`config.mk`:
```
export PLATFORM = sky130hd
export DESIGN_NAME = sram_arbiter
export DESIGN_NICKNAME = d
export VERILOG_FILES = /design/src/rtl/sram_arbiter.sv
export SDC_FILE = /design/constraint.sdc
export NUM_CORES = 1
export LEC_CHECK = 0
export ABC_AREA = 1
export CORE_ASPECT_RATIO = 0.9
export CORE_MARGIN = 1
export CORE_UTILIZATION = 50
export DETAILED_ROUTE_END_ITERATION = 10
export DONT_BUFFER_PORTS = 1
export PLACE_DENSITY_LB_ADDON = 0.12
export SETUP_SLACK_MARGIN = 0.1
export SYNTH_ARGS = -nofsm -noshare
export SYNTH_HDL_FRONTEND = slang
export SYNTH_SLANG_ARGS = --single-unit
```
`constraint.sdc`:
```
create_clock -name i_clk -period 2.16 [get_ports i_clk]
set_input_delay 0.216 -clock i_clk [delete_from_list [all_inputs] [get_ports i_clk]]
set_output_delay 0.216 -clock i_clk [all_outputs]
set_load 0.005 [all_outputs]
```
`src/rtl/sram_arbiter.sv`:
```
// Fixed-priority arbiter sharing one async SRAM between PPU reads, loader writes and CPU byte accesses.
// Optional CPU anti-starvation override enabled by defining SRAM_ARB_STARVE_EN.
module sram_arbiter #(
    parameter int unsigned ACCESS_CYCLES = 2,
    parameter int unsigned STARVE_LIMIT  = 4
) (
    input  logic        i_clk,
    input  logic        i_rst,
    input  logic        i_ppu_req,
    input  logic [19:0] i_ppu_addr,
    output logic        o_ppu_ack,
    output logic [15:0] o_ppu_rdata,
    input  logic        i_ld_req,
    input  logic [19:0] i_ld_addr,
    input  logic [15:0] i_ld_wdata,
    output logic        o_ld_ack,
    input  logic        i_cpu_req,
    input  logic        i_cpu_we,
    input  logic [20:0] i_cpu_addr,
    input  logic [7:0]  i_cpu_wdata,
    output logic        o_cpu_ack,
    output logic [7:0]  o_cpu_rdata,
    input  logic [15:0] i_sram_rdata,
    output logic [19:0] o_sram_addr,
    output logic [15:0] o_sram_wdata,
    output logic        o_sram_oe_n,
    output logic        o_sram_we_n,
    output logic        o_sram_ub_n,
    output logic        o_sram_lb_n,
    output logic        o_busy
);
    typedef enum logic [1:0] {IDLE, ACCESS, RECOVER} state_t;

    localparam logic [1:0] OWN_PPU  = 2'd0;
    localparam logic [1:0] OWN_LD   = 2'd1;
    localparam logic [1:0] OWN_CPU  = 2'd2;
    localparam logic [3:0] CNT_INIT = 4'(ACCESS_CYCLES - 1);

    state_t     state, state_nxt;
    logic [1:0] owner, winner;
    logic       is_wr, cpu_lane;
    logic [3:0] cnt;
    logic       any_req, cpu_force, strobe_on;

    assign any_req = i_ppu_req | i_ld_req | i_cpu_req;

`ifdef SRAM_ARB_STARVE_EN
    localparam logic [3:0] STARVE_MAX = 4'(STARVE_LIMIT);
    logic [3:0] starve_cnt;

    assign cpu_force = i_cpu_req && (starve_cnt == STARVE_MAX);

    // Counts grants the CPU lost while asking; cleared whenever the CPU wins.
    always_ff @(posedge i_clk) begin
        if (i_rst) begin
            starve_cnt <= '0;
        end else if (state == IDLE && any_req) begin
            if (winner == OWN_CPU)
                starve_cnt <= '0;
            else if (i_cpu_req && starve_cnt < STARVE_MAX)
                starve_cnt <= starve_cnt + 4'd1;
        end
    end
`else
    assign cpu_force = 1'b0;
`endif

    always_comb begin
        winner = OWN_CPU;
        if (cpu_force)      winner = OWN_CPU;
        else if (i_ppu_req) winner = OWN_PPU;
        else if (i_ld_req)  winner = OWN_LD;
    end

    always_ff @(posedge i_clk) begin
        if (i_rst) state <= IDLE;
        else       state <= state_nxt;
    end

    always_comb begin
        state_nxt = state;
        case (state)
            IDLE:    if (any_req) state_nxt = ACCESS;
            ACCESS:  if (cnt == 4'd0) state_nxt = RECOVER;
            RECOVER: state_nxt = IDLE;
            default: state_nxt = IDLE;
        endcase
    end

    // Address/data latched at grant and held through RECOVER for write hold time.
    always_ff @(posedge i_clk) begin
        if (i_rst) begin
            o_sram_addr  <= '0;
            o_sram_wdata <= '0;
            owner        <= OWN_PPU;
            is_wr        <= 1'b0;
            cpu_lane     <= 1'b0;
            cnt          <= '0;
            o_ppu_rdata  <= '0;
            o_cpu_rdata  <= '0;
        end else begin
            case (state)
                IDLE: if (any_req) begin
                    owner <= winner;
                    cnt   <= CNT_INIT;
                    case (winner)
                        OWN_PPU: begin
                            o_sram_addr <= i_ppu_addr;
                            is_wr       <= 1'b0;
                        end
                        OWN_LD: begin
                            o_sram_addr  <= i_ld_addr;
                            o_sram_wdata <= i_ld_wdata;
                            is_wr        <= 1'b1;
                        end
                        default: begin
                            o_sram_addr  <= i_cpu_addr[20:1];
                            o_sram_wdata <= {i_cpu_wdata, i_cpu_wdata};
                            is_wr        <= i_cpu_we;
                            cpu_lane     <= i_cpu_addr[0];
                        end
                    endcase
                end
                ACCESS: begin
                    if (cnt != 4'd0) begin
                        cnt <= cnt - 4'd1;
                    end else if (!is_wr) begin
                        if (owner == OWN_PPU)
                            o_ppu_rdata <= i_sram_rdata;
                        else if (owner == OWN_CPU)
                            o_cpu_rdata <= cpu_lane ? i_sram_rdata[15:8] : i_sram_rdata[7:0];
                    end
                end
                default: ;
            endcase
        end
    end

    // Strobes and acks decode from registered state only: no req-to-pin path.
    always_comb begin
        strobe_on   = (state == ACCESS);
        o_sram_oe_n = !(strobe_on && !is_wr);
        o_sram_we_n = !(strobe_on && is_wr);
        o_sram_ub_n = !(strobe_on && (owner != OWN_CPU || cpu_lane));
        o_sram_lb_n = !(strobe_on && (owner != OWN_CPU || !cpu_lane));
        o_ppu_ack   = (state == RECOVER) && (owner == OWN_PPU);
        o_ld_ack    = (state == RECOVER) && (owner == OWN_LD);
        o_cpu_ack   = (state == RECOVER) && (owner == OWN_CPU);
        o_busy      = (state != IDLE);
    end

endmodule
```
==> results.cfg <==
[die]
start_util = 0.520
pin_count = 175
placeableCoreArea_sq_um = 6150
rows = 27
die_h_um = 77.8
dieArea_sq_um = 6710
die_x_um = 86.3

[sta]
fin_tns_setup_ns = 0
fin_crit_ns = 1.76
final.period_utilization = 0.816
slew_violations = 0
setup_viol = 0
maxClockFrequency_mhz = 567
hold_viol_final = 0
worst_pin_slew_ns = 0.664
fin_skew_ns = 0.00660
rsz0062_at_grt = no
relSlewSlack = 0.557
hold_slack_ns = 0.0501

[clocking]
clk_pin_slew_ns = 0.07
htree_levels = 3
cts_tree = yes
clockBufferDepth = 2
cts_resized = 0
cts-root-buf = clkbuf_8
clkLatencyLatePin_ns = 0.33
numCtsBuffers = 9
clkSinkCount = 70

[worst_setup_path]
slowest_delay_ns = 0.38
crit_required_ns = 2.39
cp_num_buf_inv = 3
critical_path_arrival_ns = 1.99
crit_path_end_kind = flop
worstPathMaxFanout = 17
r2r_slack_ns = 0.40
crit_family = simple AND/OR/NAND/NOR gates
crit_path_start_kind = flop
crit_type = reg2reg
path_cells = inv_1 -> ha_1 -> nand2_1 -> inv_1 -> nand2_1 -> inv_2 -> nor2_1 -> nor2_1
slowest_stage = nand2_1

[global_route]
grt_pass1_vias = 2977
use_met2 = 0.409
grt_max_degree = 37
grt.met3_usage = 0.0915
grt_pass1_wl_um = 13100
top_usage_layer = met2
use_met1 = 0.297
grt_util_all_layers = 0.250
gr-total-overflow = 0
antenna_found_initial = 0

[finish]
final_net_count = 581
design_area_sq_um = 3430
syn_to_final_growth_pct = 7.48
fin_util = 0.558
antenna_cells = 0
layout_common_cells = nand2_1 (151), nor2_1 (109), dfxtp_1 (70)
final_common_cell = nand2_1
register_area_sq_um = 1400
nFillCells = 634
drive_gt1_frac = 0.0692
multi_input_area_sq_um = 1620

[outcome]
outcome = complete, no violations

[detailed_routing]
drtAntennaViolNets = 0
drc = 0
viasPerCell = 5.25
first_iter_violations = 174
wl_per_cell_um = 13.7
num_vias = 2960
drt-total-wl_um = 7750
dr.pass1.iters = 6

[placement]
hpwl_um = 5510
gp_congestion = 0.750
placed_area_sq_um = 3220
port_buffers = 0

[power_and_ir_drop]
power.internal_w = 0.00226
power_w = 0.00326
sw_frac_of_total = 0.306
p_leak_nw = 1.49
power_switching_w = 0.00100
pwr-share-clk = 0.322
seqPwrFrac = 0.493
powerDensity_nw_per_um2 = 950
irDropWorstVdd_v = 0.000401
power_frac_comb = 0.185

[synth]
syn_avg_cell_area_sq_um = 6.65
yosysSeqAreaShare = 0.439
syn_inst = 480
yosys_warnings = 0
synth_area_sq_um = 3190
synth_seq_cells = 70
ys_types = 25
syn_nets = 589

[min_path]
hold_path.class = in2reg

[run]
cap_viol_max_count = 0
-- cell type report --
cell class / count / share of cell area
timing repair buffer: 5 / 0.0117
clock inverter: 4 / 0.0131
tap: 87 / 0.0317
sequential: 70 / 0.408
multi-input combinational: 370 / 0.473
clock buffer: 12 / 0.0452
inverter: 16 / 0.0175
-- power by group through the flow --
stage / clock network, W / logic [W] / registers, W
floorplan: 0 / 0.000520 / 0.00159
global placement: 0 / 0.000587 / 0.00164
detailed placement: 0 / 0.000601 / 0.00164
CTS: 0.00109 / 0.000609 / 0.00161
global route: 0.00115 / 0.000714 / 0.00163
finish: 0.00105 / 0.000604 / 0.00161
-- path summary, 6_finish.rpt --
kind,startpoint,to,cells after the start
max,cnt[1]$_SDFFE_PP0P_,o_ppu_rdata[14]$_SDFFE_PP0P_,8
min,i_sram_rdata[1],o_ppu_rdata[1]$_SDFFE_PP0P_,2
max reg2reg,cnt[1]$_SDFFE_PP0P_,o_ppu_rdata[14]$_SDFFE_PP0P_,8
min reg2reg,o_sram_addr[7]$_SDFFE_PP0P_,o_sram_addr[7]$_SDFFE_PP0P_,2
-- kinds of logic after synthesis --
family / Yosys count / synth area share
flip-flops: 70 / 0.439
multiplexers: 8 / 0.0251
XOR/XNOR: 1 / 0.00274
AO/OA/AOI/OAI: 62 / 0.0987
buffers and inverters: 40 / 0.0533
adder cells (fa/ha/maj): 2 / 0.00783
AND/OR/NAND/NOR: 297 / 0.374
-- metal layers --
layer | up-vias | wire, um
li1 | 1505 | -
met2 | 109 | 3530
met4 | 0 | 148
met1 | 1332 | 3420
met5 | - | 0
met3 | 14 | 655
-- cells in the mapped netlist, drive strengths merged --
library cell  number  share of area
a21oi             14          0.022
buf               12          0.020
clkbuf            12          0.014
clkinv             1         0.0012
dfxtp             70           0.44
ha                 2         0.0078
inv               15          0.018
mux2i              8          0.025
nand2            154           0.18
nand3             25          0.039
nor2             112           0.14
nor3               3         0.0082
nor4               1         0.0020
o21ai             46          0.072
o22ai              1         0.0020
o32ai              1         0.0027
or2                2         0.0039
xor2               1         0.0027
-- stage by stage --
stage	setup slack, ns	std cells
2_1_floorplan	0.777	480
3_3_place_gp	0.493	547
3_5_place_dp	0.407	547
4_1_cts	0.404	564
5_1_grt	0.165	564
6_report	0.397	564
-- what timing repair did --
action	CTS	global route
setup buffers	0	0
endpoints found under the hold margin	16	0
hold buffers	1	0
-- state kept, by name, summed over array words and instances, names as in the netlist --
| signal | count |
|---|---|
| cnt | 4 |
| owner | 2 |
| o_cpu_rdata | 8 |
| state | 2 |
| o_sram_addr | 20 |
| o_ppu_rdata | 16 |
| o_sram_wdata | 16 |
| cpu_lane | 1 |
| is_wr | 1 |
(Power assumes the default switching activity.)
